**config.mk**
```make
export PLATFORM = sky130hd
export DESIGN_NAME = pc_fetch_unit
export DESIGN_NICKNAME = d
export VERILOG_FILES = /design/src/rtl/mips_pkg.sv /design/src/rtl/next_pc_mux.sv /design/src/rtl/pc_fetch_unit.sv
export SDC_FILE = /design/constraint.sdc
export NUM_CORES = 1
export LEC_CHECK = 0
export CAP_MARGIN = 15
export CORE_MARGIN = 5
export CORE_UTILIZATION = 53
export CTS_CLUSTER_DIAMETER = 100
export DETAILED_ROUTE_END_ITERATION = 10
export PLACE_DENSITY = 0.88
export SYNTH_ARGS = -nofsm -noshare
export SYNTH_HDL_FRONTEND = slang
export SYNTH_HIERARCHICAL = 1
export SYNTH_SLANG_ARGS = --single-unit
```
**constraint.sdc**
```tcl
create_clock -name clk -period 14.91 [get_ports clk]
set_clock_uncertainty 0.1 [all_clocks]
set_input_delay 2.982 -clock clk [delete_from_list [all_inputs] [get_ports clk]]
set_output_delay 2.982 -clock clk [all_outputs]
set_load 0.05 [all_outputs]
```
**src/rtl/mips_pkg.sv**
```systemverilog
// Shared types and constants for the fetch stage: FSM states, next-pc source
// selects and datapath widths.
package mips_pkg;

  localparam int XLEN        = 32;
  localparam int INSTR_BYTES = 4;

  typedef enum logic [1:0] {BOOT, RUN, HALT} state_t;

  typedef enum logic [1:0] {SEL_SEQ, SEL_BR, SEL_J, SEL_JR} sel_t;

endpackage

```
**src/rtl/next_pc_mux.sv**
```systemverilog
// Next-pc target computation and priority select (JR > J > branch > sequential).
// Purely combinational; also flags misaligned or out-of-memory targets.
module next_pc_mux
  import mips_pkg::*;
#(
  parameter int unsigned IMEM_WORDS = 256
) (
  input  logic [XLEN-1:0] pc_plus4_i,
  input  logic            branch_taken_i,
  input  logic [15:0]     branch_imm_i,
  input  logic            jump_i,
  input  logic [25:0]     jump_index_i,
  input  logic            jump_reg_i,
  input  logic [XLEN-1:0] jr_target_i,
  output logic [XLEN-1:0] next_pc_o,
  output logic            bad_target_o
);

  localparam logic [XLEN-1:0] LIMIT = XLEN'(INSTR_BYTES * IMEM_WORDS);

  sel_t            sel;
  logic [XLEN-1:0] br_off;

  // Word offset, sign-extended, scaled to bytes.
  assign br_off = {{14{branch_imm_i[15]}}, branch_imm_i, 2'b00};

  always_comb begin
    sel = SEL_SEQ;
    if (jump_reg_i)          sel = SEL_JR;
    else if (jump_i)         sel = SEL_J;
    else if (branch_taken_i) sel = SEL_BR;
  end

  always_comb begin
    next_pc_o = pc_plus4_i;
    case (sel)
      SEL_JR:  next_pc_o = jr_target_i;
      SEL_J:   next_pc_o = {pc_plus4_i[31:28], jump_index_i, 2'b00};
      SEL_BR:  next_pc_o = pc_plus4_i + br_off;
      default: next_pc_o = pc_plus4_i;
    endcase
  end

  assign bad_target_o = (next_pc_o[1:0] != 2'b00) || (next_pc_o >= LIMIT);

endmodule

```
**src/rtl/pc_fetch_unit.sv**
```systemverilog
// Program counter with BOOT/RUN/HALT control; new pc appears one cycle after the
// decision edge, en=0 stalls everything. PC_TRACE_EN adds redirect trace outputs.
module pc_fetch_unit
  import mips_pkg::*;
#(
  parameter logic [XLEN-1:0] RESET_VECTOR = 32'h0000_0000,
  parameter int unsigned     IMEM_WORDS   = 256
) (
  input  logic            clk,
  input  logic            rst_n,
  input  logic            en,
  input  logic            branch_taken,
  input  logic [15:0]     branch_imm,
  input  logic            jump,
  input  logic [25:0]     jump_index,
  input  logic            jump_reg,
  input  logic [XLEN-1:0] jr_target,
  input  logic            halt_req,
  output logic [XLEN-1:0] pc,
  output logic [XLEN-1:0] pc_plus4,
  output logic            fetch_valid,
  output logic            halted,
  output logic            fault,
  output logic [XLEN-1:0] retired
`ifdef PC_TRACE_EN
  ,
  output logic [XLEN-1:0] last_redirect_pc,
  output logic [15:0]     redirect_count
`endif
);

  state_t          state_q, state_d;
  logic [XLEN-1:0] pc_q, pc_d;
  logic [XLEN-1:0] retired_q, retired_d;
  logic            fault_q, fault_d;
  logic [XLEN-1:0] next_pc;
  logic            bad_target;
  logic            run_step, advance, commit;

  assign pc_plus4 = pc_q + XLEN'(INSTR_BYTES);

  next_pc_mux #(.IMEM_WORDS(IMEM_WORDS)) u_next_pc_mux (
    .pc_plus4_i     (pc_plus4),
    .branch_taken_i (branch_taken),
    .branch_imm_i   (branch_imm),
    .jump_i         (jump),
    .jump_index_i   (jump_index),
    .jump_reg_i     (jump_reg),
    .jr_target_i    (jr_target),
    .next_pc_o      (next_pc),
    .bad_target_o   (bad_target)
  );

  always_ff @(posedge clk or negedge rst_n) begin
    if (!rst_n) state_q <= BOOT;
    else        state_q <= state_d;
  end

  always_comb begin
    state_d = state_q;
    case (state_q)
      BOOT:    if (en) state_d = RUN;
      RUN:     if (en && (halt_req || bad_target)) state_d = HALT;
      default: state_d = HALT;
    endcase
  end

  // A halt commits without moving pc; a bad target neither commits nor moves.
  always_comb begin
    fetch_valid = (state_q == RUN);
    halted      = (state_q == HALT);
    run_step    = en && (state_q == RUN);
    commit      = run_step && (halt_req || !bad_target);
    advance     = run_step && !halt_req && !bad_target;
    pc_d        = advance ? next_pc : pc_q;
    retired_d   = commit ? retired_q + 32'd1 : retired_q;
    fault_d     = fault_q | (run_step && !halt_req && bad_target);
  end

  always_ff @(posedge clk or negedge rst_n) begin
    if (!rst_n) begin
      pc_q      <= RESET_VECTOR;
      retired_q <= '0;
      fault_q   <= 1'b0;
    end else begin
      pc_q      <= pc_d;
      retired_q <= retired_d;
      fault_q   <= fault_d;
    end
  end

  assign pc      = pc_q;
  assign retired = retired_q;
  assign fault   = fault_q;

`ifdef PC_TRACE_EN
  logic [XLEN-1:0] last_redirect_q;
  logic [15:0]     redirect_count_q;
  logic            redirect;

  assign redirect = advance && (jump_reg || jump || branch_taken);

  always_ff @(posedge clk or negedge rst_n) begin
    if (!rst_n) begin
      last_redirect_q  <= '0;
      redirect_count_q <= '0;
    end else if (redirect) begin
      last_redirect_q <= pc_q;
      if (redirect_count_q != 16'hFFFF) redirect_count_q <= redirect_count_q + 16'd1;
    end
  end

  assign last_redirect_pc = last_redirect_q;
  assign redirect_count   = redirect_count_q;
`endif

endmodule

```
* Word level (Yosys, flattened, before mapping) *
Cells that the tools add are included.

operators by class
  magnitude comparators = 1
  add/sub/neg operators = 3
  reduce and logical (&&, ||, !) cells = 14
  bitwise gates (word level) = 1
  eq/ne operators = 7
  muxes and demuxes = 7

operators with widths
  cell                                                                     count
  32-bit case mux with 3 select lines                                      1
  32-bit by 1-bit adder with 32-bit output, second input constant          1
  32-bit by 3-bit adder with 32-bit output, second input constant          1
  32-bit adder                                                             1
  32-bit by 11-bit >= comparator with 1-bit output, second input constant  1
  2-bit 2-to-1 mux                                                         4
  2-bit == test, second input constant                                     3
  1-bit logical AND                                                        6
  2-bit by 1-bit == test with 1-bit output, second input constant          2
  2-bit case mux with 2 select lines                                       1
  1-bit logical OR                                                         3
  1-bit zero test                                                          2
  2-bit zero test                                                          1
  2-bit by 1-bit != test with 1-bit output, second input constant          1
  2-bit != test, second input constant                                     1
  2-bit AND reduction                                                      1
  2-bit nonzero test                                                       1
  1-bit 2-to-1 mux                                                         1
  1-bit OR                                                                 1

word-level totals
  bits in registers = 67
  output and inout bits = 99
  bits of input ports = 81
  word-level logic and storage cells = 37

* Logic depth before layout (Yosys ltp) *
Gate-level depths: netlist of run 1.

  depth in word-level cells = 11
  mapped depth = 22
  depth with buffers taken out = 20

* By module *
Netlist of run 1, hierarchy kept.

modules (own cells, without submodules)
  module         cells each  area each (um2)  times used  sequential area each (um2)
  pc_fetch_unit  297         3400.8           1           1676.6
  next_pc_mux    408         2706.3           1           0.0

* Worst setup path after synthesis of run 1 *
Ideal clock, no wire load.

  path kind = input to register
  start = input branch_imm[0]
  end = register pc_q[7], in the netlist pc[7]
  path slack = 7.875 ns
  path buffers = 2
  library setup time = 0.128 ns
  required time = 14.682 ns
  arrival = 6.808 ns
  stages on the path = 18
  cells stage by stage = ha_1 > inv_1 > fa_1 > nand2b_1 > a21oi_2 > o21ai_4 > a2111oi_2 > nand3b_4 > a21o_1 > a21oi_2 > xnor2_1 > a221o_1 > or4_1 > or2_1 > or2_2 > clkbuf_1 > buf_2 > mux2_1

on the way
  word-level cells in the longest chain between the ends = 6

RTL lines
  item                                              RTL line             text
  start: declaration                                pc_fetch_unit.sv:13  input logic [15:0] branch_imm,
  32-bit adder                                      next_pc_mux.sv:39    SEL_BR: next_pc_o = pc_plus4_i + br_off;
  32-bit case mux with 3 select lines               next_pc_mux.sv:36    case (sel)
  net next_pc[30]                                   pc_fetch_unit.sv:36  logic [XLEN-1:0] next_pc;
  32-bit by 11-bit >= comparator with 1-bit output  next_pc_mux.sv:44    assign bad_target_o = (next_pc_o[1:0] != 2'b00) || (next_pc_o >= LIMIT);
  1-bit logical OR                                  next_pc_mux.sv:44
  net bad_target                                    pc_fetch_unit.sv:37  logic bad_target;
  1-bit zero test                                   pc_fetch_unit.sv:74  advance = run_step && !halt_req && !bad_target;
  1-bit logical AND                                 pc_fetch_unit.sv:74
  end signal: assignment                            pc_fetch_unit.sv:86  pc_q <= pc_d;
  end: declaration                                  pc_fetch_unit.sv:33  logic [XLEN-1:0] pc_q, pc_d;

The timed path passes the listed nets, and every way through them passes these cells.
A chain may end at the register's enable or synchronous reset.

* Final worst setup path of run 1 *
  start = input branch_taken
  end = register pc_q[7], in the netlist pc[7]

on the way
  word-level cells in the longest chain between the ends = 9
  elaborated cells on any way between the ends = 12
  those cells by class = 1 x order compare; 3 x eq/ne; 4 x mux; 4 x reduce/logical

RTL lines
  item                                                                                    RTL line             text
  start: declaration                                                                      pc_fetch_unit.sv:12  input logic branch_taken,
  1-bit 2-to-1 mux (*)                                                                    next_pc_mux.sv:31    else if (branch_taken_i) sel = SEL_BR;
  2-bit 2-to-1 mux (*)                                                                    next_pc_mux.sv:30    else if (jump_i) sel = SEL_J;
  2-bit 2-to-1 mux (*)                                                                    next_pc_mux.sv:29    if (jump_reg_i) sel = SEL_JR;
  2-bit by 1-bit == test with 1-bit output or 2-bit == test (tied branches)               next_pc_mux.sv:36
  32-bit case mux with 3 select lines (*)                                                 next_pc_mux.sv:36
  32-bit by 11-bit >= comparator with 1-bit output or 2-bit nonzero test (tied branches)  next_pc_mux.sv:44
  1-bit logical OR (*)                                                                    next_pc_mux.sv:44
  net bad_target                                                                          pc_fetch_unit.sv:37
  1-bit zero test (*)                                                                     pc_fetch_unit.sv:74
  1-bit logical AND (*)                                                                   pc_fetch_unit.sv:74

Mark *: on every way through the listed nets, which the timed path passes. The rest lies on a longest branch.

==> summary.md, run 1 <==
Of all nets on the critical path, the largest fanout is 32. At the placement stage, the worst setup path has a slack of 6.66 ns. The top-area cell type share of the netlist area is 0.275.

The TritonCTS buffer count is 9, and the total setup violations reported at the end of the flow is 0. For the fraction of power consumed by the clock network, the log shows 0.388. Across all register-to-register paths, the minimum setup slack is 8.40 ns. The worst-case IR drop observed on VDD is 0.0000677 V. The via count of the first global-routing pass was 6511. Once detailed placement completed, the half-perimeter wirelength came to 16.3 mm. Once routing completed, OpenROAD measured the worst setup slack at 6.79 ns. Buffers placed on the I/O ports in this run total 179. For this design the total switching power over the nets is 137 uW. The synthesized design contains 0 enable-type register cells.

The async set-or-reset flop fraction in the synthesized netlist is 1.00. In the routed layout, each cell is associated on average with a via count of 6.43. TritonCTS built the clock tree.

The largest total area in the synthesized netlist belongs to sky130_fd_sc_hd__dfrtp_1. Kind of critical path: input port to register. The floorplan die width was 117 um; the depth of the most critical reg-to-reg path was 18. Number of clock sinks: 67. Area enclosed by the die boundary: 13800 sq um. The simple-gate share of the synthesized area was 0.237; the signal arrival time at the worst endpoint was 8.22 ns.

Counting flops and latches in the post-synthesis netlist gives 67. Hold timing on the final database bottoms out at a slack of 0.370 ns. Pin placement for this block handled 180 I/O pins.

After clock tree synthesis, the setup repair step added 0 buffers. The portion of the clock cycle consumed by the worst path in the final layout was 0.544; the xor/xnor cell area share of the yosys netlist was 0.116. The clock-pin slew reported for the worst setup and hold paths after clock tree synthesis works out to 0.05 ns.

sky130_fd_sc_hd__nand2_1 is the most common cell in the netlist. The commonest register cell after synthesis is sky130_fd_sc_hd__dfrtp_1. In the routed design, unresolved DRC markers number 0.

The tools report the initial core utilization as 0.537. Data on the critical path is required at its endpoint by 15.01 ns. The placer congestion estimate came out at 1.01. Synthesis instantiated 82 different standard cells from the library. The tree is rooted in a sky130_fd_sc_hd__clkbuf_16.

After synthesis, the largest family of logic cells by area is simple AND/OR/NAND/NOR gates. The mux contribution to synthesized area was 0.0662. In this run the most critical hold path is launched from fault.

STA classifies the critical path startpoint as an input port. The logs give 0.219 for the combinational share of power and 0.275 for the proportion of synthesized chip area in sequential cells. Relative to the synthesized area, the layout overhead comes to 33.3%. The initial DRC count is 653. The switching share of power is 0.283, and the time the worst path needs with I/O delays and setup is 8.12 ns. The first global-routing pass estimated 34.2 mm of wire. The net count of the finished layout is 978.

In this run the critical register-to-register path is launched from pc[2]. The number of gates resized after CTS was 0. The number of nets with antenna violations after detailed routing is 0. The logs give 0.393 for the register share of total power and 3 for the level count of the clock H-tree. For this design the ratio of total power to cell area is 59.4 nW/um^2.

The worst slew margin relative to its limit was 0.188; the clock insertion delay at the later pin of the skew report was 0.32 ns. Max-cap violations in this run came to 0. Summed over all layers, the global routing overflow is 0.

After routing the design area is 8140 sq um. After synthesis the cells add up to 6110 sq um. Sum of routed wire length over all layers: 21.6 mm.

The run gives 0 as the number of buffers added to fix hold violations after cts. The fraction of layout instances using a drive strength above 1 came out at 0.0967. The tools report the overall track demand over capacity in global routing as 0.298. Static leakage: 3.54 nW. Yosys attributes the largest share of cell area to sky130_fd_sc_hd__dfrtp_1 27%, sky130_fd_sc_hd__xnor2_1 7.0%, sky130_fd_sc_hd__ha_1 6.4%, sky130_fd_sc_hd__mux2_2 6.1%, sky130_fd_sc_hd__a21oi_1 4.6%.

The final-report hold violation count was 0; the transition time at the pin with the least slew margin was 1.21 ns. Entering global routing, the biggest net connects 68 pins. The tools report the instance area at placement as 7880 sq um.

The initial antenna violation count is 0. The tools report the destination of the worst register-to-register timing path as pc[7]. The number of buffers on the longest clock path was 2. The floorplan step set the die height to 117 um.

Across all layers, the routed design uses 6505 vias. The run gives 0.123 GHz as the maximum clock rate. The initialized floorplan defines 39 standard-cell rows. The class of the tightest hold or removal check was register to register. The internal portion of the total power is 346 uW. The detailed-router iteration count before antenna repair was 5. Post-detailed-route wirelength per cell: 21.3 um. Type of destination of the critical path: a register. In the synthesized netlist, the number of instances is 705. The core region is 11400 sq um.

Setup repair after global routing left no endpoint under its margin. The max-slew violation total from the final report came out at 0. The flow ran to the end, and the final reports show no timing, DRC or antenna violations. Area fraction in compound gates after synthesis: 0.192.

Counting every net in the synthesized netlist gives 818. A synthesized cell averages 8.66 sq um. The hold-critical path depth was 1.

Number of antenna diodes: 0. The commonest cells after synthesis are 71 x sky130_fd_sc_hd__nand2_1, 67 x sky130_fd_sc_hd__dfrtp_1, 56 x sky130_fd_sc_hd__a21oi_1. The adder-cell area share of the yosys netlist came out at 0.0668.

The Yosys step of the flow raised 6 warnings. The destination of the worst hold path is fault. Summed over all failing endpoints, the final setup total negative slack is 0 ns.
## worst max-delay path by stage
| stage | from | end | slack (ns) | depth (start not counted) |
|---|---|---|---|---|
| global placement | branch_taken | pc[7] | 6.62 | 13 |
| CTS | branch_taken | pc[7] | 6.98 | 13 |
| finish | branch_taken | pc[7] | 6.79 | 13 |
| floorplan | branch_imm[0] | pc[7] | 7.87 | 18 |
| global route | branch_imm[15] | pc[7] | 6.71 | 15 |
| detailed placement | branch_taken | pc[7] | 6.66 | 13 |
## cells by family (layout without fill, tap and decap cells)
kind of cell | Yosys count | after routing
xor gates and xnor gates | 81 | 81
buffers and inverters | 50 | 214
DFF | 67 | 67
AOI/OAI and AO/OA | 173 | 173
and+or+nand+nor | 266 | 266
muxes | 36 | 36
adders and majority gates | 32 | 32
## critical path, cell delays in order
cell and delay (ns):
sky130_fd_sc_hd__clkdlybuf4s50_1 0.89, sky130_fd_sc_hd__inv_1 0.56, sky130_fd_sc_hd__a2111oi_0 0.74, sky130_fd_sc_hd__nor3_1 0.09, sky130_fd_sc_hd__a221o_1 0.27, sky130_fd_sc_hd__nor4b_1 0.27, sky130_fd_sc_hd__o2111ai_1 0.20, sky130_fd_sc_hd__a2111oi_2 0.30
sky130_fd_sc_hd__nand4_1 0.16, sky130_fd_sc_hd__or4_1 0.48, sky130_fd_sc_hd__or2_1 0.25, sky130_fd_sc_hd__or2_2 0.58, sky130_fd_sc_hd__mux2_1 0.43
## per-stage QoR
| step | utilization | power, mW | std cells |
|---|---|---|---|
| 2_1_floorplan | - | 0.250 | 705 |
| 3_3_place_gp | 0.693 | 0.295 | 997 |
| 3_5_place_dp | 0.693 | 0.296 | 997 |
| 4_1_cts | 0.716 | 0.484 | 1012 |
| 5_1_grt | 0.716 | 0.501 | 1012 |
| 6_report | 0.716 | 0.483 | 1012 |
## power by group through the flow
stage	Sequential [mW]	Clock [mW]	Combinational [mW]
after CTS	0.190	0.190	0.104
final	0.190	0.187	0.106
after global routing	0.191	0.198	0.112
after detailed placement	0.193	0	0.103
after floorplan	0.203	0	0.0469
after global placement	0.193	0	0.102
## per-layer routing
metal / global-route usage / wire (um) / up-vias
met5: 0 / 0 / -
met4: 0.125 / 879 / 0
met3: 0.0650 / 1950 / 87
met2: 0.481 / 10000 / 376
met1: 0.386 / 8700 / 3109
li1: - / - / 2933
## registers in the layout, summed over array words and instances (netlist names)
register and flops:
fault 1, pc 32, state_q 2, retired 32
## layout make-up
type | instances | area (sq um)
timing repair buffer | 184 | 1820
clock buffer | 12 | 246
tap | 143 | 179
multi-input combinational | 588 | 4140
fill | 882 | 3230
sequential | 67 | 1680
clock inverter | 3 | 15.0
inverter | 15 | 56.3
## placed cells by master, fill, tap and decap left out, drive strengths merged, types with 16 or more instances in the layout
| master | Yosys | final |
|---|---|---|
| clkdlybuf4s50 | 0 | 178 |
| nand2 | 71 | 71 |
| dfrtp | 67 | 67 |
| a21oi | 61 | 61 |
| xnor2 | 49 | 49 |
| nor2 | 40 | 40 |
| o21ai | 37 | 37 |
| mux2 | 35 | 35 |
| nand4 | 33 | 33 |
| xor2 | 32 | 32 |
| and3 | 32 | 32 |
| ha | 31 | 31 |
| nand3 | 20 | 20 |
| nor3 | 16 | 16 |
Power figures use the tool's default switching activity.
==> run 2: changes to the inputs <==
Settings changed: CORE_UTILIZATION 53 to 49, PLACE_DENSITY 0.88 to 0.82.
Clock period 14.91 ns to 7.7 ns, I/O delays scaled along.
==> run 2 against run 1 <==
Largest power group is now clock. Highest routed layer unchanged. Sequential power increased by 94%. Largest cell class unchanged. Combinational power grew 93%. Cell count rose by 3.4%.
==> summary.md, run 2 (synthesized netlist as in run 1, its figures left out) <==
The endpoint identified for the worst register-to-register timing path is retired[20]. The analysis attributes to net switching a power of 285 uW. Leaving out fill and tap cells, the most frequent cells in the layout are 178 x sky130_fd_sc_hd__clkdlybuf4s50_1, 71 x sky130_fd_sc_hd__nand2_1, 67 x sky130_fd_sc_hd__dfrtp_1. The layout has 1010 filler cells.

The tools report the destination of the worst hold path as fault. For the sum of routed wire length over all layers, the log shows 21.5 mm. The sequential cells in the finished layout cover a total of 1680 sq um. For the overall track demand over capacity in global routing, the log shows 0.283.

The initialized floorplan defines 40 standard-cell rows. The post-detailed-placement half-perimeter wirelength was 16.6 mm; the clock insertion delay at the later pin of the skew report was 0.33 ns. The multi-input combinational cells in the finished layout cover a total of 4140 sq um.

For the setup slack after layout, the log shows 1.19 ns. The static leakage came out at 3.58 nW. Internal power comes to 678 uW. The library cell used most frequently in the layout, excluding fill and tap cells, is sky130_fd_sc_hd__clkdlybuf4s50_1.

The tools report the initial DRC count as 558. The first detailed-routing pass ran for 5 iterations. The worst setup path is of the input port to register kind.

Setup violations remaining at the end of the flow were counted as 0. Synthesis-to-finish area growth: 35.2%. Measured in cells, the most critical reg-to-reg path has a length of 20.

For the combinational share of power, the log shows 0.213. The height of the die was 122 um; the number of buffers added to fix hold violations after cts was 0. The portion of the clock cycle consumed by the worst path in the final layout is 0.845.

For the worst setup path, the data required time is 7.85 ns. Global-route wire length before repair: 33.4 mm. The tools report the number of nets in the finished design as 986. The area of the core is 12100 sq um. The run gives 0.383 as the register share of total power. The number of max-cap violations is 0, and the highest fanout seen on the critical path is 13. The switching share of power is 0.296.

The startpoint kind of the worst setup timing path was an input port. The max-slew violation total from the final report is 0. Post-CTS timing repair inserted 0 buffers for setup. At the worst endpoint, the arrival time is 6.66 ns. Post-detailed-route wirelength per cell: 20.6 um. The fraction of power consumed by the clock network is 0.404, and the reg2reg setup slack is 1.48 ns. The hold-critical path depth was 1; the vias after detailed routing was 6359.

The total design power was 963 uW; the initial core utilization was 0.504. The master cell of the clock root buffer was sky130_fd_sc_hd__clkbuf_16. The worst slew margin relative to its limit came out at 0.444. The tools report the beginning of the worst register-to-register path as pc[2]. Dividing total power by cell area gives a power density of 117 nW/um^2. Once detail routing completed, the nets flagged for antenna violations numbered 0. The run gives 68 as the maximum number of pins on one net before global-route repair. In this run the deepest clock path goes through 2 buffers. At the end of routability-driven placement, the weighted congestion stood at 0.971. After routing, the total negative slack on setup checks comes to 0 ns. The run gives 0 as the number of DRC violations after detailed routing. Clock-pin slew was measured on the worst setup and hold paths at 0.06 ns. TritonCTS built the clock tree. The detail-routed via count per cell is 6.08, and the time the worst path needs with I/O delays and setup is 6.51 ns. Setup repair after global routing left no endpoint under its margin. The number of antenna diodes came out at 0. The critical path starts at branch_imm[0]. The number of cells upsized or downsized after cts was 0.

During I/O placement, the number of pins put on the boundary was 180. The run gives 3 as the level count of the clock H-tree. The number of clock sinks was 67.

Via count of the first global-routing pass: 6295. For the worst setup slack before clock tree synthesis, the log shows 0.949 ns. In this run the most critical hold path is launched from fault.

The run finished with clean final reports. The fraction of layout instances using a drive strength above 1 was 0.108. The transition time at the pin with the least slew margin is 0.834 ns. The tools report the initial antenna violation count as 0.

Final-report hold violation count: 0. The TritonCTS buffer count came out at 9. The min-delay analysis places its worst path in the category register to register. The count of buffers added on input and output ports is 179. The total global routing overflow came out at 0.

The tools report the area enclosed by the die boundary as 14800 sq um. The floorplan step set the die width to 122 um. IR analysis of the VDD net gives a maximum drop of 0.000172 V.

The worst setup path is captured at a register. For the maximum clock rate, the log shows 0.154 GHz.
[run 2: cell count changes in the layout (fill, tap and decap cells not counted), sizes merged]
cell / previous run / this run
buf: 6 / 14
clkinv: 3 / 1
clkbuf: 12 / 10
inv: 15 / 17
clkinvlp: 0 / 3
[run 2: how the worst max path moves through the flow]
| stage | depth (start not counted) | endpoint | slack, ns |
|---|---|---|---|
| 3_3_place_gp | 17 | pc[7] | 0.97 |
| 6_report | 18 | retired[20] | 1.19 |
| 2_1_floorplan | 21 | pc[7] | 1.31 |
| 5_1_grt | 16 | retired[20] | 0.94 |
| 4_1_cts | 18 | retired[20] | 1.26 |
| 3_5_place_dp | 17 | pc[7] | 0.95 |
[run 2: metal layers]
| metal | share of wire | GRT usage | wire length, um |
|---|---|---|---|
| met1 | 0.41 | 0.365 | 8770 |
| met5 | 0 | 0 | 0 |
| met3 | 0.093 | 0.0604 | 2000 |
| met4 | 0.026 | 0.0875 | 567 |
| met2 | 0.47 | 0.474 | 10200 |
[run 2: worst max-delay path: stages]
cell                              delay, ns
sky130_fd_sc_hd__clkdlybuf4s50_1       0.47
sky130_fd_sc_hd__ha_1                  0.22
sky130_fd_sc_hd__inv_1                 0.07
sky130_fd_sc_hd__fa_1                  0.41
sky130_fd_sc_hd__nand2b_1              0.20
sky130_fd_sc_hd__a21oi_2               0.30
sky130_fd_sc_hd__o21ai_2               0.16
sky130_fd_sc_hd__o21ai_1               0.25
sky130_fd_sc_hd__xnor2_1               0.16
sky130_fd_sc_hd__o221ai_1              0.25
sky130_fd_sc_hd__or3_1                 0.40
sky130_fd_sc_hd__a2111oi_2             0.33
sky130_fd_sc_hd__nand4_1               0.16
sky130_fd_sc_hd__or4_1                 0.46
sky130_fd_sc_hd__nor2b_1               0.21
sky130_fd_sc_hd__or3_4                 0.48
sky130_fd_sc_hd__nor4_1                0.41
sky130_fd_sc_hd__xor2_1                0.18
[run 2: stage by stage]
step,instances,utilization,hold slack (ns),cell area (sq um)
6_report,1046,0.682,0.377,8260
5_1_grt,1046,0.682,0.395,8260
4_1_cts,1046,0.682,0.379,8260
3_5_place_dp,1030,0.658,0.362,7970
3_3_place_gp,1030,0.658,0.359,7970
2_1_floorplan,705,-,0.400,6110
[run 2: cell type report]
| class | instances | area share |
|---|---|---|
| multi-input combinational | 588 | 0.502 |
| timing repair buffer | 192 | 0.228 |
| sequential | 67 | 0.203 |
| clock buffer | 10 | 0.0289 |
| tap | 168 | 0.0255 |
| inverter | 15 | 0.00682 |
| clock inverter | 6 | 0.00591 |
[run 2: power by group through the flow]
stage / Combinational (mW) / Clock, mW / Sequential (mW)
after floorplan: 0.0908 / 0 / 0.393
after global placement: 0.200 / 0 / 0.373
after detailed placement: 0.202 / 0 / 0.374
after CTS: 0.203 / 0.397 / 0.368
after global routing: 0.219 / 0.410 / 0.369
final: 0.205 / 0.389 / 0.368
==> run 3: changes to the inputs <==
Clock period 7.7 ns to 6.5 ns, I/O delays scaled along.
==> run 3 against run 2 <==
Utilization is 0.67 points higher. Critical path depth is 1 higher. Non-clock buffer count is 10 higher. Clock-buffer cell count stayed put. Power is 18% higher. Register-to-register slack worse by 1.1 ns. Critical path type is now register to register. Worst setup slack worse by 0.82 ns. Wire length is 3.9% higher. First-iteration DRC count is 15% higher. Cell count is 0.96% higher. Hold slack better by 0.0031 ns. Combinational power is 21% higher.
==> summary.md, run 3 (synthesized netlist as in run 1, its figures left out) <==
Startpoint kind of the worst setup timing path: a register. The transition time at the pin with the least slew margin was 0.832 ns; the height of the die was 122 um. After layout, the design draws a total of 1.14 mW. Counting the buffers created by CTS gives 9.

The depth of the most critical reg-to-reg path came out at 19. At the end of routability-driven placement, the weighted congestion stood at 0.955. Row generation in the floorplan step produced 40 rows. Clock insertion delay at the later pin of the skew report: 0.33 ns.

The class of the tightest hold or removal check is register to register. After clock tree synthesis, the clock-pin slew on the worst setup and hold paths is 0.06 ns. The run finished with clean final reports.

The run gives 3 as the level count of the clock H-tree. The number of standard cells in the final layout excluding fillers was 1056; the number of placed instances, taps included was 1040. Summed over all failing endpoints, the final setup total negative slack is 0 ns. The tools report the master cell of the clock root buffer as sky130_fd_sc_hd__clkbuf_16. The logs give 0.297 for the overall track demand over capacity in global routing and 0.37 ns for the reg2reg setup slack. Portion of the clock cycle consumed by the worst path in the final layout: 0.943.

Subtracting the final worst setup slack from the clock period gives 6.13 ns. The run gives 0 as the final-report hold violation count. Setup violations remaining at the end of the flow were counted as 0. The tools report the number of top-level pins as 180.

The startpoint identified for the worst register-to-register timing path is pc[4]. Maximum clock rate: 0.163 GHz. The number of hold buffers added after CTS was 0.

The number of setup buffers added after CTS is 0. Broken down by cell family, the worst path's largest delay share belongs to simple AND/OR/NAND/NOR gates. For the fraction of the core area covered by cells at the end of the flow, the log shows 0.688. Number of gates on the worst path with buffers counted: 19. The multi-input combinational cells in the finished layout cover a total of 4150 sq um. The initial core utilization was 0.504; the combined buffer and inverter count along the critical path was 0. In the layout the commonest cells are 178 x sky130_fd_sc_hd__clkdlybuf4s50_1, 71 x sky130_fd_sc_hd__nand2_1, 67 x sky130_fd_sc_hd__dfrtp_1. The detailed router finished its first iteration with 641 violations. The largest single stage delay on the critical path is 0.55 ns. Following the worst setup path forward leads to its endpoint at retired[30]. Most prevalent standard cell on the critical path: sky130_fd_sc_hd__nand4_1. After filler insertion, the fill cell instance count of the layout stands at 1001. For the detailed-router iteration count before antenna repair, the log shows 5. The number of antenna diodes in the final layout is 0. The max-slew violation total from the final report is 0. Across the whole layout, storage elements account for 1680 sq um. The area growth from synthesis to layout is 36.5%. The run gives 14800 sq um as the area enclosed by the die boundary.

The critical path is of the register to register type. Along the worst path, the maximum fanout reaches 13. Summing all placed instances gives a cell area of 8040 sq um. The count of nets left with antenna violations once routing finished came out at 0. The library cell used most frequently in the layout, excluding fill and tap cells, is sky130_fd_sc_hd__clkdlybuf4s50_1.

The run gives 0 as the number of max-cap violations. The HPWL after detailed placement is 17.3 mm. The tools report the destination of the worst register-to-register timing path as retired[30].

Setup repair after global routing left no endpoint under its margin. Data arrives at the worst endpoint at 6.27 ns. The signal on the critical path passes through nand4_1 -> nor4_2 -> nand4_1 -> xnor2_1 -> ha_1 -> nand4_1 -> nor2_1 -> a22oi_1 -> a21oi_1 -> a41oi_1 -> o21ai_1 -> xnor2_1 -> or3_1 -> a31oi_2 -> or4_1 -> nor2b_1 -> or3_4 -> nor4_1 -> xor2_1. The worst slew margin relative to its limit is 0.446, and the maximum number of pins on one net before global-route repair is 68. The slowest stage of the critical path is the sky130_fd_sc_hd__or4_1 cell. The worst setup path is captured at a register.

The run gives 3.63 nW as the static leakage. The power density of the placed cells is 136 nW/um^2, and the post-detailed-route wirelength per cell is 21.1 um. TritonCTS built the clock tree. The worst-case IR drop observed on VDD is 0.000168 V. The via count of the first global-routing pass is 6312, and the global-route wire length before repair is 35.0 mm.

The fraction of layout instances using a drive strength above 1 is 0.120, and the detail-routed via count per cell is 6.14. The tools report the sum of routed wire length over all layers as 22.3 mm. The cell area after layout was 8340 sq um; the count of port buffers added during placement was 179. The critical path starts at pc[4]. Timing analysis after detailed placement gives a worst setup slack of 0.233 ns. The logs give 996 for the number of nets in the finished design and 6.64 ns for the data required time of the critical path. The routed layout has 6484 vias. The initial antenna violation count is 0, and the area of the core is 12100 sq um. For this run, design rule violations remaining after detail routing come to 0.

Final hold analysis gives a worst-case slack of 0.380 ns. In this run the deepest clock path goes through 2 buffers. Once routing completed, OpenROAD measured the worst setup slack at 0.371 ns.

Floorplan die width: 122 um. The tree built by TritonCTS fans out to 67 sinks. Total global routing overflow: 0.
run 3: changes by cell type in the layout (fill, tap and decap cells not counted), sizes merged:
cell | previous run | this run
buf | 14 | 24
inv | 17 | 15
clkinv | 1 | 3
run 3: worst min path at each step:
stage / startpoint / end / slack, ns / cells after the start
after floorplan: state_q[1] / state_q[1] / 0.40 / 1
after global placement: retired[31] / retired[31] / 0.37 / 1
after detailed placement: fault / fault / 0.36 / 1
after CTS: retired[31] / retired[31] / 0.39 / 1
after global routing: fault / fault / 0.40 / 1
final: retired[31] / retired[31] / 0.38 / 1
run 3: what timing repair did:
action | in CTS | in global routing
setup endpoints to repair | 0 | 19
resized for setup | 0 | 2
hold endpoints to repair | 0 | 0
run 3: layout make-up:
type,instances,share of cell area
clock inverter,6,0.00495
inverter,15,0.00675
timing repair buffer,202,0.235
clock buffer,10,0.0287
tap,168,0.0252
sequential,67,0.201
multi-input combinational,588,0.498
run 3: report_power, final:
part / switching [mW] / total (mW) / internal [mW]
combinational: 0.140 / 0.248 / 0.108
clock: 0.184 / 0.452 / 0.267
sequential: 0.0104 / 0.436 / 0.426
total: 0.335 / 1.14 / 0.801
run 3: metal layers:
layer	routed length, um	vias up	part of all wire	track usage
met4	361	0	0.016	0.0735
met5	0	-	0	0
li1	-	2974	-	-
met1	9490	3139	0.42	0.408
met2	10600	342	0.47	0.488
met3	1880	29	0.084	0.0487
==> edit 1 (settings of run 2) <==
The 3 states of `state_t` get a one-hot encoding in 3 bits.
--- a/src/rtl/mips_pkg.sv
+++ b/src/rtl/mips_pkg.sv
@@ -7,3 +7,3 @@
 
-  typedef enum logic [1:0] {BOOT, RUN, HALT} state_t;
+  typedef enum logic [2:0] {BOOT = 3'b001, RUN = 3'b010, HALT = 3'b100} state_t;
 
Function: same outputs for any inputs over 10 cycles, from zero or initial values and one cycle with rst_n low; not proved beyond that.
==> edit 1 against run 2 <==
Wire length shrank 0.76%. First-iteration DRC count shrank 1.4%. Maximum frequency shrank 1.3%. Area after synthesis shrank 0.78%. Sequential share of layout area grew 0.37 points. Sequential cell count grew 1. Setup slack lost 83 ps. Design area shrank 0.26%. Total power shrank 3.8%. Critical endpoint is now pc[11]. Largest power group unchanged.
==> edit 1: results (changes against run 2) <==
initial drt markers=550 (was 558); ys async rst share=100% (unchanged); initial antenna violation count=0 (unchanged); layout cells sized above 1=10.6% (was 10.8%); register area share after synthesis=28.1% (was 27.5%); M1 GR Usage=38.5% (was 36.5%); Hold Crit Class=reg2reg (unchanged); YS warnings=6 (unchanged); ANT cells=0 (unchanged); Synth Area in Compound Gates=19.6% (was 19.2%); Synth Area in Adders=6.73% (was 6.68%); PortBufs=179 (unchanged); post-DP HPWL=16600 um (about the same); Worst R2R Path Depth=18 (was 20); outcome=finished, final reports clean (unchanged); Routability Congestion=0.972 (was 0.971); Crit Path Max Fanout=34 (was 13); vias in the first global route=6192 (was 6295); dpl ws=811 ps (was 949 ps); CTS clk-pin slew, worst paths=50 ps; clk_lat worst skew=320 ps; synth cell count leaders=79 x nand2_1, 67 x dfrtp_1, 58 x xnor2_1 (was 71 x nand2_1, 67 x dfrtp_1, 56 x a21oi_1); WL final=21300 um (was 21500 um); via count=6260 (was 6359); multiplexer area fraction after synthesis=6.11% (was 6.62%); TritonRoute pass-1 iters=5 (unchanged); Synth area leaders=dfrtp_1 28%, xnor2_1 8.4%, ha_1 6.4% (was dfrtp_1 27%, xnor2_1 7.0%, ha_1 6.4%); hold path cells=1 (unchanged); FILL cells=1016 (was 1010); min-delay src=retired[31] (was fault); Area after DPL=0.00793 mm^2 (was 0.00797 mm^2); postcts setup bufs=0 (unchanged); net count after synthesis=808 (was 818); peak supply drop=146 uV (was 172 uV); RR Endpoint=pc[11] (was retired[20]); Critical Path Source=branch_imm[0] (unchanged); GR Util met2=47.9% (was 47.4%); distinct cell type count after synthesis=80 (was 82); post-cts resize count=0 (unchanged); Critical R2R Launch=pc[4] (was pc[2]); CTS H-tree depth=3 (unchanged); flop2flop setup slack=1370 ps (was 1480 ps); number of CTS-inserted buffers=9 (unchanged); slew margin rel.=41.2% (was 44.4%); Tot GR Track Use=28.8% (was 28.3%); hold endpoint=retired[31] (was fault); WHS=370 ps (was 377 ps); Main synth FF type=dfrtp_1 (unchanged); WP data arrival=6690 ps (was 6660 ps); M3 GR Usage=5.97% (was 6.04%); XOR/XNOR share of the synthesized area=11.7% (was 11.6%); pin count of the biggest net entering global routing=69 (was 68); Final setup violation count=0 (unchanged); LEAKAGE=0.00354 uW (was 0.00358 uW); maximum clock insertion buffer count=2 (unchanged); fin nets=979 (was 986); first-pass GRT wire length=33800 um (was 33400 um)
==> edit 1: worst max path at each step <==
stage               depth (start not counted)           to  slack [ps]
floorplan                                  23  retired[22]        1440
global placement                           16        pc[3]         820
detailed placement                         16        pc[8]         810
CTS                                        16       pc[11]        1140
global route                               14        pc[8]         870
finish                                     16       pc[11]        1110
==> edit 1: power breakdown <==
group / switching (uW) / internal (uW)
Combinational: 86.2 / 72.9
Sequential: 0.185 / 358
Clock: 143 / 267
==> edit 1: logic make-up (layout without fill, tap and decap cells) <==
family	Yosys count	count (layout)
adders and majority gates	32	32
xor gates and xnor gates	81	81
AOI/OAI and AO/OA	177	177
muxes	33	33
DFF	68	68
and+or+nand+nor	258	258
buffers and inverters	46	222
==> edit 1: cell type report <==
cell class / count / area, um^2 / area share (%)
clock buffers: 12 / 256 / 3.12
multi-input cells: 581 / 4080 / 49.6
flip-flops and latches: 68 / 1700 / 20.7
well taps: 168 / 210 / 2.55
clock inverters: 4 / 47.5 / 0.577
inverters: 14 / 52.6 / 0.638
repair buffers: 192 / 1880 / 22.9
==> edit 1: worst max-delay path: stages <==
cell and delay [ps]:
clkdlybuf4s50_1 460, ha_1 210, inv_1 70, fa_1 410
nand2b_1 190, a21oi_2 300, o21ai_2 140, o21ai_1 240
xnor2_1 150, o221ai_1 210, or3_1 380, a2111oi_2 340
nand4_1 160, or4_1 500, and4bb_2 940, mux2_2 420
==> edit 1: metal layers <==
layer,part of all wire [%],wire (um)
met1,42,8940
met2,48,10200
met5,0,0
met4,2.4,515
met3,7.8,1680
==> edit 1: per-stage QoR <==
step | total power [uW] | cells
2_1_floorplan | 444 | 695
3_3_place_gp | 519 | 1023
3_5_place_dp | 520 | 1023
4_1_cts | 932 | 1039
5_1_grt | 964 | 1039
6_report | 927 | 1039
==> edit 2 (settings of run 2) <==
Made on the original files. `IMEM_WORDS` is set to 256 in 2 places; all go to 128.
--- a/src/rtl/next_pc_mux.sv
+++ b/src/rtl/next_pc_mux.sv
@@ -5,3 +5,3 @@
 #(
-  parameter int unsigned IMEM_WORDS = 256
+  parameter int unsigned IMEM_WORDS = 128
 ) (
--- a/src/rtl/pc_fetch_unit.sv
+++ b/src/rtl/pc_fetch_unit.sv
@@ -6,3 +6,3 @@
   parameter logic [XLEN-1:0] RESET_VECTOR = 32'h0000_0000,
-  parameter int unsigned     IMEM_WORDS   = 256
+  parameter int unsigned     IMEM_WORDS   = 128
 ) (
Function: changed (a bounded check fails within 4 cycles, from zero or initial values and one cycle with rst_n low).
==> edit 2 against run 2 <==
Total power is 5.8% higher. Critical path depth stayed put. Design area is 2.7% higher. Sequential cell count stayed put. First-iteration DRC count is 2.9% higher. Wire length is 1.1% higher. Area after synthesis is 2.2% higher. Setup slack worse by 470 ps. Largest power group unchanged.
==> edit 2: results (changes against run 2) <==
PortBufs=179 (unchanged); Crit Path Max Fanout=32 (was 13); initial antenna violation count=0 (unchanged); via count=6605 (was 6359); Worst R2R Path Depth=18 (was 20); ANT cells=0 (unchanged); Routability Congestion=0.960 (was 0.971); LEAKAGE=0.00369 uW (was 0.00358 uW); fin nets=1016 (was 986); layout cells sized above 1=9.58% (was 10.8%); Slew @ Worst Pin=1170 ps (was 834 ps); Hold Crit Class=reg2reg (unchanged); postcts setup bufs=0 (unchanged); flop2flop setup slack=730 ps (was 1480 ps); Critical Path Source=pc[2] (was branch_imm[0]); Synth Area in Compound Gates=20.1% (was 19.2%); cell with the most instances after synthesis=nand2_1 (unchanged); peak supply drop=218 uV (was 172 uV); maximum clock insertion buffer count=2 (unchanged); Synth area leaders=dfrtp_1 27%, ha_1 6.2%, xnor2_1 6.0% (was dfrtp_1 27%, xnor2_1 7.0%, ha_1 6.4%); Crit-path slowest cell=nor4_4 (was or3_4); FILL cells=1082 (was 1010); outcome=finished, final reports clean (unchanged); WP data arrival=7080 ps (was 6660 ps); nature of the critical path startpoint=register (was input pin); initial drt markers=574 (was 558); Antenna Nets Post-Route=0 (unchanged); fmax=143 MHz (was 154 MHz); YS warnings=6 (unchanged); dpl ws=644 ps (was 949 ps); register area share after synthesis=26.9% (was 27.5%); synth cell count leaders=70 x nand2_1, 67 x dfrtp_1, 56 x a21oi_1 (was 71 x nand2_1, 67 x dfrtp_1, 56 x a21oi_1); XOR/XNOR share of the synthesized area=10.9% (was 11.6%); first-pass GRT wire length=33700 um (was 33400 um); CP endpoint=pc[7] (was retired[20]); ys async rst share=100% (unchanged); CTS clk-pin slew, worst paths=60 ps (about the same); vias in the first global route=6400 (was 6295); Synth Area in Adders=6.54% (was 6.68%); multiplexer area fraction after synthesis=6.62% (about the same); CTS H-tree depth=3 (unchanged); WL final=21700 um (was 21500 um); Tot GR Track Use=28.4% (was 28.3%); post-DP HPWL=16700 um (was 16600 um); distinct cell type count after synthesis=77 (was 82); net count after synthesis=851 (was 818); CP peak stage delay=630 ps (was 480 ps)
edit 2: layout make-up:
| type | count | area [um^2] | area share, % |
|---|---|---|---|
| flip-flops and latches | 67 | 1680 | 19.8 |
| well taps | 172 | 215 | 2.54 |
| clock buffers | 9 | 225 | 2.66 |
| multi-input cells | 623 | 4350 | 51.3 |
| inverters | 12 | 45.0 | 0.531 |
| repair buffers | 190 | 1860 | 22.0 |
| clock inverters | 7 | 98.8 | 1.17 |
edit 2: how the worst min path moves through the flow:
stage	slack [ps]	start	endpoint	cells past startpoint
CTS	400	retired[29]	retired[29]	1
floorplan	400	state_q[1]	state_q[1]	1
global route	430	retired[29]	retired[29]	1
detailed placement	380	retired[29]	retired[29]	1
global placement	380	retired[31]	retired[31]	1
finish	400	retired[29]	retired[29]	1
edit 2: cells by family (layout without fill, tap and decap cells):
family,count (synthesis),after routing
adder cells (fa/ha/maj),32,32
AND/OR/NAND/NOR,287,287
XOR/XNOR,78,78
buffers and inverters,48,218
AO/OA/AOI/OAI,189,189
flip-flops,67,67
multiplexers,37,37
edit 2: power by group:
part,internal [uW],total [uW],switching (uW)
sequential,359,369,9.51
combinational,89.7,206,116
clock,285,444,158
total,735,1020,284
edit 2: per-stage QoR:
stage / utilization [%] / hold WS [ps] / std cells / instance area (um^2)
final: 67.5 / 398 / 1080 / 8480
after global routing: 67.5 / 426 / 1080 / 8480
after CTS: 67.5 / 400 / 1080 / 8480
after detailed placement: 64.9 / 382 / 1064 / 8150
after global placement: 64.9 / 376 / 1064 / 8150
after floorplan: - / 400 / 738 / 6240
edit 2: metal layers:
layer / global-route usage [%] / share of wire [%]
met1: 37.7 / 42
met2: 45.6 / 47
met3: 5.58 / 8.9
met4: 10.7 / 2.6
met5: 0 / 0
